$ cat src/rtl/serial_subtractor.sv
// Bit-serial subtractor: computes A-B one bit per cycle, LSB first.
// A start in IDLE or DONE captures the operands. RUN then lasts WIDTH cycles.
// DONE lasts one cycle, and its edge publishes D, bout, V and Z together.
// The published result holds until the next completion or until reset.
module serial_subtractor #(
    parameter int WIDTH = 8
) (
    input  logic             clk,
    input  logic             rst,
    input  logic             start,
    input  logic [WIDTH-1:0] A,
    input  logic [WIDTH-1:0] B,
    output logic             busy,
    output logic             done,
    output logic [WIDTH-1:0] D,
    output logic             bout,
    output logic             V,
    output logic             Z
);

    localparam int CW = (WIDTH > 2) ? $clog2(WIDTH) : 1;
    localparam logic [CW-1:0] LAST_CNT = CW'(WIDTH - 1);

    typedef enum logic [1:0] {
        IDLE = 2'd0,
        RUN  = 2'd1,
        DONE = 2'd2
    } state_t;

    state_t           state_r;
    state_t           state_next_s;
    logic             load_s;
    logic             last_s;

    logic [WIDTH-1:0] a_sh_r;
    logic [WIDTH-1:0] b_sh_r;
    logic [WIDTH-1:0] res_sh_r;
    logic             br_r;
    logic [CW-1:0]    cnt_r;
    logic             a_msb_r;
    logic             b_msb_r;

    logic             d_bit_s;
    logic             br_next_s;
    logic [WIDTH-1:0] res_next_s;

    logic             busy_r;
    logic             done_r;
    logic [WIDTH-1:0] d_r;
    logic             bout_r;
    logic             v_r;
    logic             z_r;

    // One-bit full-subtractor difference.
    function automatic logic sub_diff(input logic a, input logic b, input logic bi);
        return a ^ b ^ bi;
    endfunction

    // One-bit full-subtractor borrow-out.
    function automatic logic sub_borrow(input logic a, input logic b, input logic bi);
        return (~a & b) | (~(a ^ b) & bi);
    endfunction

    // Per-bit subtraction on the current LSBs; the difference bit enters the result at the MSB end.
    always_comb begin
        d_bit_s    = sub_diff(a_sh_r[0], b_sh_r[0], br_r);
        br_next_s  = sub_borrow(a_sh_r[0], b_sh_r[0], br_r);
        res_next_s = {d_bit_s, res_sh_r[WIDTH-1:1]};
    end

    // Next-state logic: accept start in IDLE or DONE, and leave RUN after WIDTH bits.
    always_comb begin
        state_next_s = state_r;
        load_s       = 1'b0;
        last_s       = 1'b0;
        case (state_r)
            IDLE: begin
                if (start) begin
                    state_next_s = RUN;
                    load_s       = 1'b1;
                end else begin
                    state_next_s = IDLE;
                end
            end
            RUN: begin
                if (cnt_r == LAST_CNT) begin
                    state_next_s = DONE;
                    last_s       = 1'b1;
                end else begin
                    state_next_s = RUN;
                end
            end
            DONE: begin
                if (start) begin
                    state_next_s = RUN;
                    load_s       = 1'b1;
                end else begin
                    state_next_s = IDLE;
                end
            end
            default: begin
                state_next_s = IDLE;
            end
        endcase
    end

    // State register; busy and done are registered from the next state so they track the state exactly.
    always_ff @(posedge clk or posedge rst) begin
        if (rst) begin
            state_r <= IDLE;
            busy_r  <= 1'b0;
            done_r  <= 1'b0;
        end else begin
            state_r <= state_next_s;
            busy_r  <= (state_next_s == RUN);
            done_r  <= (state_next_s == DONE);
        end
    end

    // Operand shift registers, borrow and bit counter; results are published only on the last RUN edge.
    always_ff @(posedge clk or posedge rst) begin
        if (rst) begin
            a_sh_r   <= '0;
            b_sh_r   <= '0;
            res_sh_r <= '0;
            br_r     <= 1'b0;
            cnt_r    <= '0;
            a_msb_r  <= 1'b0;
            b_msb_r  <= 1'b0;
            d_r      <= '0;
            bout_r   <= 1'b0;
            v_r      <= 1'b0;
            z_r      <= 1'b0;
        end else if (load_s) begin
            a_sh_r   <= A;
            b_sh_r   <= B;
            res_sh_r <= '0;
            br_r     <= 1'b0;
            cnt_r    <= '0;
            a_msb_r  <= A[WIDTH-1];
            b_msb_r  <= B[WIDTH-1];
        end else if (state_r == RUN) begin
            a_sh_r   <= {1'b0, a_sh_r[WIDTH-1:1]};
            b_sh_r   <= {1'b0, b_sh_r[WIDTH-1:1]};
            res_sh_r <= res_next_s;
            br_r     <= br_next_s;
            cnt_r    <= cnt_r + CW'(1);
            if (last_s) begin
                d_r    <= res_next_s;
                bout_r <= br_next_s;
                v_r    <= (a_msb_r ^ b_msb_r) & (res_next_s[WIDTH-1] ^ a_msb_r);
                z_r    <= (res_next_s == '0);
            end else begin
                d_r    <= d_r;
            end
        end else begin
            cnt_r <= cnt_r;
        end
    end

    assign busy = busy_r;
    assign done = done_r;
    assign D    = d_r;
    assign bout = bout_r;
    assign V    = v_r;
    assign Z    = z_r;

endmodule
$ cat config.mk
export PLATFORM = sky130hd
export DESIGN_NAME = serial_subtractor
export DESIGN_NICKNAME = d
export VERILOG_FILES = /design/src/rtl/serial_subtractor.sv
export SDC_FILE = /design/constraint.sdc
export NUM_CORES = 1
export LEC_CHECK = 0
export CORE_MARGIN = 2
export CORE_UTILIZATION = 55
export CTS_BUF_LIST = sky130_fd_sc_hd__clkbuf_4 sky130_fd_sc_hd__clkbuf_8 sky130_fd_sc_hd__clkbuf_16
export CTS_CLUSTER_SIZE = 14
export DETAILED_ROUTE_END_ITERATION = 6
export PLACE_DENSITY = 0.89
export SLEW_MARGIN = 10
export SYNTH_ARGS = -nofsm -noshare
export SYNTH_HDL_FRONTEND = slang
export SYNTH_SLANG_ARGS = --single-unit
$ cat constraint.sdc
create_clock -name clk -period 4.3 [get_ports clk]
set_clock_uncertainty 0.2 [all_clocks]
set_input_delay 1.29 -clock clk [delete_from_list [all_inputs] [get_ports clk]]
set_output_delay 1.29 -clock clk [all_outputs]
set_load 0.05 [all_outputs]
==> reports/metrics.csv, run 1 <==
stage,metric,value,unit
status,outcome,"complete, no violations",
pwr,p_per_area,800,nW/µm²
timing,tightest_slew,1.04,ns
final_layout,area_delta_synth_final,21.9,%
die,fp.coreArea,3080,µm²
clock_network,cts_made_buffers,5,
setup_path,cp-endpoint,D[2],
final_layout,fin_cells,207,
logic_synthesis,synth_fa_ha_area_frac,0.0251,
place,place_inst,199,
timing,drv_slew,0,
setup_path,path_max_fanout,2,
logic_synthesis,yosys.area_share.simple,0.0496,
clock_network,insertion_delay,0.36,ns
logic_synthesis,yosysTopAreaCellShare,0.615,
logic_synthesis,synth_seq_cells,44,
route,top_layer,met4,
logic_synthesis,synthMuxAreaShare,0.0691,
timing,min_period,3.03,ns
timing,setup_tns,0,ns
setup_path,crit_slowest_cell,clkdlybuf4s50_1,
setup_path,r2r_start,state_r[0]$_DFF_PP0_,
clock_network,cts_resized,0,
route,dr_wl_met3,172,µm
die,die_h,61.1,µm
final_layout,fin_nets,184,
setup_path,crit_cells,1,
die,dieArea,3730,µm²
clock_network,cts_tree,yes,
clock_network,htree_levels,2,
final_layout,multi_input_area,622,µm²
clock_network,path_clk_slew,0.14,ns
route,vias_per_cell,5.35,
setup_path,start_kind,register,
timing,rsz0062_at_grt,false,
logic_synthesis,netlist.top_cell.by_area,dfrtp_1,
place,port_buffers,31,
place,gp_congestion,0.733,
final_layout,post-route-cell-area,2180,µm²
route,drt_first_pass_iters,4,
setup_path,cp-end-kind,primary output,
min_path,hold_class,reg -> reg,
route,wl_met1,1390,µm
global_route,antenna_found_initial,0,
timing,setup-violations-final,0,
pwr,total_power,1.75,mW
pwr,p_leak,1.06,nW
route,wl_met2,1420,µm
setup_path,reg2reg_to,cnt_r[0]$_DFFE_PP0P_,
final_layout,n_antenna_cell,0,
route,post-route-drc-count,0,
global_route,grt_usage,0.192,
final_layout,ff_latch_area,1100,µm²
setup_path,worst-path-buf-inv,1,
pwr,ir_worst_vdd,432,µV
logic_synthesis,ys_types,26,
place,dp_worst_setup_slack,1.37,ns
global_route,grt_pass1_vias,1121,
final_layout,final.fill_count,234,
global_route,grt_max_degree,45,
final_layout,drive_gt1_frac,0.153,
setup_path,r2r_cells,3,
logic_synthesis,ys_seq_area_frac,0.615,
setup_path,path_cells,clkdlybuf4s50_1,
route,ant_nets,0,
setup_path,crit_family,buffers and inverters,
timing,period_share,0.705,
global_route,grt_remaining_overflow,0,
setup_path,worstPathArrival,1.54,ns
logic_synthesis,yosysWarnings,0,
route,routed-via-count,1108,
die,die_w,61.1,µm
place,dpl.hpwl,2130,µm
timing,fin_hold_ws,0.293,ns
logic_synthesis,synth_nets,152,
timing,hold_viol_final,0,
logic_synthesis,synth_cells,130,
logic_synthesis,synth-compound-area-share,0.202,
setup_path,cpPeakStageDelay,0.81,ns
die,placementRows,20,
clock_network,root_buffer,clkbuf_4,
timing,worst_slew_margin_rel,0.303,
logic_synthesis,synth.area.top_cells,"dfrtp_1 61%, a22o_1 12%, mux2_2 6.9%",
global_route,grt_first_pass_wirelength,5060,µm
setup_path,critPathRequiredTime,2.81,ns
die,initial_utilization,0.582,
route,drt-total-wl,3040,µm
min_path,hold_depth,1,
timing,fmaxAchievable,0.330,GHz
final_layout,utilization,0.709,
route,drt_iter0_markers,48,
logic_synthesis,avgSynthCellArea,13.8,µm²
setup_path,crit_type,reg -> out,
logic_synthesis,synth_top_family_by_area,compound AO/OA/AOI/OAI gates,
clock_network,cts_setup_buffers,0,
timing,setup_ws,1.27,ns
clock_network,cts_buffer_depth,2,
clock_network,cts.sinks,44,
die,io-pin-count,32,
flow_run,maxCapViolations,0,
route,wl_per_cell,14.7,µm
clock_network,hold_buffers,0,
setup_path,rrSetupSlack,2.04,ns
place,place_area,2120,µm²
logic_synthesis,syn_area,1790,µm²
logic_synthesis,synthXorXnorAreaFrac,0,
setup_path,worstSetupStartpoint,D[2]$_DFFE_PP0P_,
## layer usage
layer  up-vias  GRT usage
met5         -          0
met3         6     0.0567
li1        541          -
met4         0     0.0839
met1       526      0.246
met2        35      0.305
## cell usage after synthesis, drive strengths merged
library cell  count
nor2              2
inv               5
buf               7
nand3b            1
fa                1
nor3              1
a21o             13
o21bai            2
ha                2
nand2b            1
o21ai             3
o2bb2ai           1
clkbuf            1
nor2b             2
mux2             11
a221o             1
and3b             1
dfrtp            44
nor4              2
a22o             24
a21oi             1
nand2             4
## logic make-up after synthesis
logic type / after synthesis
AND/OR/NAND/NOR: 14
flip-flops: 44
buffers and inverters: 13
multiplexers: 11
adder cells (fa/ha/maj): 3
AO/OA/AOI/OAI: 45
## final cells by class
| cell class | instances | share of cell area |
|---|---|---|
| sequential | 44 | 0.504 |
| multi-input combinational | 73 | 0.285 |
| timing repair buffer | 33 | 0.149 |
| tap | 44 | 0.0252 |
| clock buffer | 5 | 0.0172 |
| clock inverter | 3 | 0.0109 |
| inverter | 5 | 0.00860 |
## state kept, by name (all words and copies together), names as in the netlist
| register | cells |
|---|---|
| D | 8 |
| a_sh_r | 8 |
| b_sh_r | 8 |
| res_sh_r | 7 |
| cnt_r | 3 |
| state_r | 2 |
| V | 1 |
| Z | 1 |
| a_msb_r | 1 |
| b_msb_r | 1 |
| bout | 1 |
| br_r | 1 |
| busy | 1 |
| done | 1 |
## cells in the final DEF, fill, tap and decap left out, drive strengths merged, types with 2 or more instances in the layout
cell type and count:
o21bai 2, clkdlybuf4s50 31, a21o 13, buf 2, clkbuf 5, inv 5, nor4 2, mux2 11
ha 2, o21ai 3, dfrtp 44, nor2b 2, a22o 24, clkinvlp 2, nor2 2, nand2 4
## power breakdown
group          leakage (nW)  total (mW)  switching [mW]  internal, mW
registers             0.552       0.717           0.117         0.600
logic                 0.482       0.827           0.457         0.371
clock network        0.0274       0.203           0.138        0.0644
total                  1.06        1.75           0.712          1.04
## worst min-delay path by stage
stage	end	slack, ns	from
after floorplan	a_sh_r[1]$_DFFE_PP0P_	0.25	a_sh_r[1]$_DFFE_PP0P_
after global placement	b_sh_r[3]$_DFFE_PP0P_	0.26	b_sh_r[3]$_DFFE_PP0P_
after detailed placement	b_sh_r[3]$_DFFE_PP0P_	0.27	b_sh_r[3]$_DFFE_PP0P_
after CTS	b_sh_r[3]$_DFFE_PP0P_	0.29	b_sh_r[3]$_DFFE_PP0P_
after global routing	b_sh_r[3]$_DFFE_PP0P_	0.31	b_sh_r[3]$_DFFE_PP0P_
final	b_sh_r[3]$_DFFE_PP0P_	0.29	b_sh_r[3]$_DFFE_PP0P_
No activity file was read; power rests on OpenSTA's default activity.
==> run 2: changes to the inputs <==
--- a/config.mk
+++ b/config.mk
@@ -6,11 +6,11 @@
 export NUM_CORES = 1
 export LEC_CHECK = 0
 export CORE_MARGIN = 2
-export CORE_UTILIZATION = 55
+export CORE_UTILIZATION = 46
 export CTS_BUF_LIST = sky130_fd_sc_hd__clkbuf_4 sky130_fd_sc_hd__clkbuf_8 sky130_fd_sc_hd__clkbuf_16
 export CTS_CLUSTER_SIZE = 14
 export DETAILED_ROUTE_END_ITERATION = 6
-export PLACE_DENSITY = 0.89
+export PLACE_DENSITY = 0.8
 export SLEW_MARGIN = 10
 export SYNTH_ARGS = -nofsm -noshare
 export SYNTH_HDL_FRONTEND = slang
==> constraint.sdc (replaced) <==
create_clock -name clk -period 2.43 [get_ports clk]
set_clock_uncertainty 0.2 [all_clocks]
set_input_delay 0.729 -clock clk [delete_from_list [all_inputs] [get_ports clk]]
set_output_delay 0.729 -clock clk [all_outputs]
set_load 0.05 [all_outputs]
==> reports/metrics.csv, run 2 (synthesis results as in run 1) <==
stage,metric,value,unit,change
setup_path,worstPathArrival,1.46,ns,was 1.54 ns
die,dieArea,4410,µm²,was 3730 µm²
pwr,p_leak,1.11,nW,was 1.06 nW
clock_network,cts_tree,yes,,unchanged
status,outcome,"complete, no violations",,unchanged
pwr,total_power,3.31,mW,was 1.75 mW
clock_network,htree_levels,2,,unchanged
min_path,hold_class,reg -> reg,,unchanged
die,die_w,66.4,µm,was 61.1 µm
setup_path,path_max_fanout,1,,was 2
pwr,internal_power,2.04,mW,was 1.04 mW
setup_path,crit_type,reg -> out,,unchanged
final_layout,area_delta_synth_final,26.2,%,was 21.9%
final_layout,most-common-layout-cells,"44 x dfrtp_1, 24 x a22o_1, 24 x clkdlybuf4s50_1, 13 x a21o_1, 11 x mux2_2",,"was 44 x dfrtp_1, 31 x clkdlybuf4s50_1, 24 x a22o_1, 13 x a21o_1, 11 x mux2_2"
final_layout,fin_nets,186,,was 184
setup_path,worst-path-buf-inv,1,,unchanged
global_route,grt_usage,0.166,,was 0.192
setup_path,cpPeakStageDelay,0.80,ns,was 0.81 ns
place,place_inst,205,,was 199
pwr,clkPwrFrac,0.166,,was 0.116
setup_path,critPathRequiredTime,1.50,ns,was 2.81 ns
route,routed-via-count,1171,,was 1108
clock_network,cts_resized,0,,unchanged
die,fp.coreArea,3720,µm²,was 3080 µm²
route,vias_per_cell,5.50,,was 5.35
global_route,grt_max_degree,45,,unchanged
timing,setup-violations-final,0,,unchanged
setup_path,cp-end-kind,primary output,,unchanged
route,drt-total-wl,3140,µm,was 3040 µm
global_route,grt_first_pass_wirelength,5490,µm,was 5060 µm
timing,drv_slew,0,,unchanged
flow_run,maxCapViolations,0,,unchanged
route,drt_first_pass_iters,4,,unchanged
timing,period_share,0.982,,
pwr,power_frac_comb,0.450,,was 0.474
clock_network,cts.sinks,44,,unchanged
setup_path,start_kind,register,,unchanged
global_route,grt_pass1_vias,1225,,was 1121
global_route,antenna_found_initial,0,,unchanged
route,drt_iter0_markers,55,,was 48
clock_network,cts_setup_buffers,0,,unchanged
pwr,sequentialPowerShare,0.385,,was 0.410
place,dpl.hpwl,2220,µm,was 2130 µm
setup_path,crit_slowest_cell,clkdlybuf4s50_1,,unchanged
clock_network,cts_made_buffers,5,,unchanged
route,wl_per_cell,14.7,µm,about the same
die,die_h,66.4,µm,was 61.1 µm
final_layout,final.fill_count,316,,was 234
place,gp_congestion,0.773,,was 0.733
route,post-route-drc-count,0,,unchanged
pwr,ir_worst_vdd,743,µV,was 432 µV
timing,setup_tns,0,ns,unchanged
global_route,grt_remaining_overflow,0,,unchanged
timing,min_period,2.39,ns,
die,io-pin-count,32,,unchanged
clock_network,insertion_delay,0.30,ns,was 0.36 ns
timing,worst_slew_margin_rel,0.621,,was 0.303
final_layout,drive_gt1_frac,0.206,,was 0.153
place,port_buffers,31,,unchanged
route,ant_nets,0,,unchanged
clock_network,path_clk_slew,0.09,ns,was 0.14 ns
die,initial_utilization,0.482,,was 0.582
pwr,p_switching,1.27,mW,was 0.712 mW
pwr,p_sw_frac,0.384,,was 0.408
final_layout,n_antenna_cell,0,,unchanged
timing,hold_viol_final,0,,unchanged
place,dp_worst_setup_slack,0.133,ns,was 1.37 ns
final_layout,layout_commonest_cell,dfrtp_1,,unchanged
die,placementRows,22,,was 20
clock_network,hold_buffers,0,,unchanged
setup_path,path_cells,clkdlybuf4s50_1,,unchanged
setup_path,crit_family,buffers and inverters,,unchanged
timing,fmaxAchievable,0.419,GHz,
clock_network,cts_buffer_depth,2,,unchanged
timing,setup_ws,0.0445,ns,was 1.27 ns
timing,tightest_slew,0.568,ns,was 1.04 ns
timing,rsz0062_at_grt,false,,unchanged
pwr,p_per_area,1460,nW/µm²,was 800 nW/µm²
final_layout,fin_cells,213,,was 207
clock_network,root_buffer,clkbuf_8,,was clkbuf_4
run 2: layout make-up:
cell class | instances | area [µm²] | share of cell area
Timing Repair Buffer | 35 | 348 | 0.154
Tap cell | 48 | 60.1 | 0.0266
Inverter | 5 | 18.8 | 0.00830
Clock inverter | 3 | 42.5 | 0.0188
Sequential cell | 44 | 1100 | 0.487
Multi-Input combinational cell | 73 | 622 | 0.275
Clock buffer | 5 | 68.8 | 0.0304
run 2: final timing paths:
kind	to	slack (ns)	cells after the start	start
worst max-delay path	busy	0.04	1	busy$_DFF_PP0_
worst min-delay path	b_sh_r[2]$_DFFE_PP0P_	0.28	1	b_sh_r[2]$_DFFE_PP0P_
worst max register to register	D[7]$_DFFE_PP0P_	0.60	4	cnt_r[0]$_DFFE_PP0P_
worst min register to register	b_sh_r[2]$_DFFE_PP0P_	0.28	1	b_sh_r[2]$_DFFE_PP0P_
max in group asynchronous	cnt_r[2]$_DFFE_PP0P_	1.22	3	rst
min in group asynchronous	res_sh_r[7]$_DFFE_PP0P_	0.60	3	rst
run 2: through the flow:
stage / area, µm² / hold WS [ns] / utilization
after floorplan: 1790 / 0.250 / -
final: 2260 / 0.282 / 0.608
after detailed placement: 2150 / 0.267 / 0.578
after global routing: 2260 / 0.309 / 0.608
after global placement: 2150 / 0.262 / 0.578
after CTS: 2260 / 0.284 / 0.608
run 2: power by group through the flow:
| stage | clock network (mW) | registers, mW | logic (mW) |
|---|---|---|---|
| 2_1_floorplan | 0 | 1.56 | 0.837 |
| 3_3_place_gp | 0 | 1.27 | 1.45 |
| 3_5_place_dp | 0 | 1.29 | 1.51 |
| 4_1_cts | 0.561 | 1.28 | 1.51 |
| 5_1_grt | 0.596 | 1.32 | 1.63 |
| 6_report | 0.548 | 1.27 | 1.49 |
run 2: per-layer routing:
layer,vias up,wire (µm),global-route usage
met5,-,0,0
met4,0,21,0.0306
met3,2,157,0.0562
met2,34,1590,0.290
met1,585,1360,0.201
li1,550,-,-
==> run 3: changes to the inputs <==
--- a/config.mk
+++ b/config.mk
@@ -10,8 +10,9 @@
 export CTS_BUF_LIST = sky130_fd_sc_hd__clkbuf_4 sky130_fd_sc_hd__clkbuf_8 sky130_fd_sc_hd__clkbuf_16
 export CTS_CLUSTER_SIZE = 14
 export DETAILED_ROUTE_END_ITERATION = 6
+export MAX_ROUTING_LAYER = met4
 export PLACE_DENSITY = 0.8
-export SLEW_MARGIN = 10
+export SLEW_MARGIN = 20
 export SYNTH_ARGS = -nofsm -noshare
 export SYNTH_HDL_FRONTEND = slang
 export SYNTH_SLANG_ARGS = --single-unit
==> reports/metrics.csv, run 3 (synthesis results as in run 1) <==
stage,metric,value,unit,change
global_route,grt_remaining_overflow,0,,unchanged
clock_network,cts.sinks,44,,unchanged
final_layout,fin_nets,186,,unchanged
global_route,antenna_found_initial,0,,unchanged
setup_path,crit_slowest_cell,clkdlybuf4s50_1,,unchanged
route,drt_first_pass_iters,4,,unchanged
setup_path,crit_type,reg -> out,,unchanged
setup_path,path_cells,clkdlybuf4s50_1,,unchanged
timing,hold_viol_final,0,,unchanged
die,initial_utilization,0.482,,unchanged
setup_path,r2r_start,cnt_r[0]$_DFFE_PP0P_,,unchanged
route,post-route-drc-count,0,,unchanged
global_route,grt_pass1_vias,1231,,was 1225
clock_network,cts_resized,0,,unchanged
final_layout,ff_latch_area,1100,µm²,unchanged
clock_network,cts_tree,yes,,unchanged
min_path,hp-start,a_sh_r[5]$_DFFE_PP0P_,,was b_sh_r[2]$_DFFE_PP0P_
route,wl_per_cell,14.7,µm,about the same
die,fp.coreArea,3720,µm²,unchanged
timing,drv_slew,0,,unchanged
final_layout,area_delta_synth_final,26.2,%,unchanged
pwr,ir_worst_vdd,744,µV,was 743 µV
place,dp_worst_setup_slack,0.133,ns,unchanged
timing,setup_ws,0.0534,ns,was 0.0445 ns
die,dieArea,4410,µm²,unchanged
setup_path,critPathRequiredTime,1.50,ns,about the same
clock_network,path_clk_slew,0.08,ns,was 0.09 ns
die,die_w,66.4,µm,unchanged
route,drt-total-wl,3120,µm,was 3140 µm
timing,min_period,2.38,ns,was 2.39 ns
timing,setup_tns,0,ns,unchanged
final_layout,multi_input_area,622,µm²,unchanged
final_layout,final.fill_count,316,,unchanged
route,vias_per_cell,5.46,,was 5.50
timing,rsz0062_at_grt,false,,unchanged
place,gp_congestion,0.783,,was 0.773
final_layout,utilization,0.608,,unchanged
clock_network,insertion_delay,0.29,ns,was 0.30 ns
setup_path,cpPeakStageDelay,0.80,ns,about the same
clock_network,root_buffer,clkbuf_8,,unchanged
final_layout,drive_gt1_frac,0.206,,unchanged
final_layout,n_antenna_cell,0,,unchanged
place,place_inst,205,,unchanged
setup_path,worstSetupStartpoint,busy$_DFF_PP0_,,unchanged
setup_path,worstPathArrival,1.45,ns,was 1.46 ns
setup_path,worst-path-buf-inv,1,,unchanged
route,ant_nets,0,,unchanged
setup_path,cp-end-kind,primary output,,unchanged
final_layout,most-common-layout-cells,"44 x dfrtp_1, 24 x a22o_1, 24 x clkdlybuf4s50_1, 13 x a21o_1, 11 x mux2_2",,unchanged
timing,fmaxAchievable,0.421,GHz,was 0.419 GHz
clock_network,cts_made_buffers,5,,unchanged
final_layout,fin_cells,213,,unchanged
clock_network,htree_levels,2,,unchanged
die,die_h,66.4,µm,unchanged
timing,setup-violations-final,0,,unchanged
place,port_buffers,31,,unchanged
global_route,grt_usage,0.171,,was 0.166
die,io-pin-count,32,,unchanged
route,drt_iter0_markers,50,,was 55
pwr,total_power,3.31,mW,about the same
timing,tightest_slew,0.561,ns,was 0.568 ns
global_route,grt_max_degree,45,,unchanged
global_route,grt_first_pass_wirelength,5490,µm,unchanged
timing,period_share,0.978,,was 0.982
setup_path,path_max_fanout,1,,unchanged
place,dpl.hpwl,2220,µm,unchanged
timing,worst_slew_margin_rel,0.625,,was 0.621
pwr,p_leak,1.11,nW,unchanged
clock_network,hold_buffers,0,,unchanged
setup_path,start_kind,register,,unchanged
pwr,p_per_area,1460,nW/µm²,about the same
status,outcome,"complete, no violations",,unchanged
final_layout,layout_commonest_cell,dfrtp_1,,unchanged
clock_network,cts_setup_buffers,0,,unchanged
setup_path,crit_family,buffers and inverters,,unchanged
die,placementRows,22,,unchanged
route,routed-via-count,1164,,was 1171
min_path,hold_class,reg -> reg,,unchanged
flow_run,maxCapViolations,0,,unchanged
clock_network,cts_buffer_depth,2,,unchanged
-- run 3: cell counts in the layout (fill, tap and decap cells not counted) --
Identical to the previous run, type by type.
-- run 3: final cells by class --
| type | instances | share of cell area |
|---|---|---|
| multi-input cells | 73 | 0.275 |
| clock buffers | 5 | 0.0304 |
| flip-flops and latches | 44 | 0.487 |
| repair buffers | 35 | 0.154 |
| inverters | 5 | 0.00830 |
| well taps | 48 | 0.0266 |
| clock inverters | 3 | 0.0188 |
-- run 3: layer usage --
layer | routed length (µm) | vias to the layer above | share of wire | track usage
li1 | - | 549 | - | -
met5 | 0 | - | 0 | -
met3 | 156 | 2 | 0.050 | 0.0562
met2 | 1590 | 31 | 0.51 | 0.289
met1 | 1350 | 582 | 0.43 | 0.201
met4 | 25 | 0 | 0.0080 | 0.0306
-- run 3: stage by stage --
step	cell area, µm²	hold WS, ns
2_1_floorplan	1790	0.250
3_3_place_gp	2150	0.262
3_5_place_dp	2150	0.267
4_1_cts	2260	0.284
5_1_grt	2260	0.309
6_report	2260	0.283
-- run 3: final timing paths --
path	to	slack [ns]	depth (start not counted)
setup / recovery	busy	0.05	1
hold / removal	a_sh_r[5]$_DFFE_PP0P_	0.28	1
setup reg to reg	D[7]$_DFFE_PP0P_	0.60	4
hold reg to reg	a_sh_r[5]$_DFFE_PP0P_	0.28	1
max in group asynchronous	a_sh_r[6]$_DFFE_PP0P_	1.22	3
min in group asynchronous	done$_DFF_PP0_	0.60	3
-- run 3: where the power goes --
| group | switching, mW | internal, mW | leakage, nW | total, mW |
|---|---|---|---|---|
| combinational | 0.815 | 0.671 | 0.508 | 1.49 |
| clock | 0.242 | 0.304 | 0.0541 | 0.545 |
| sequential | 0.209 | 1.06 | 0.552 | 1.27 |
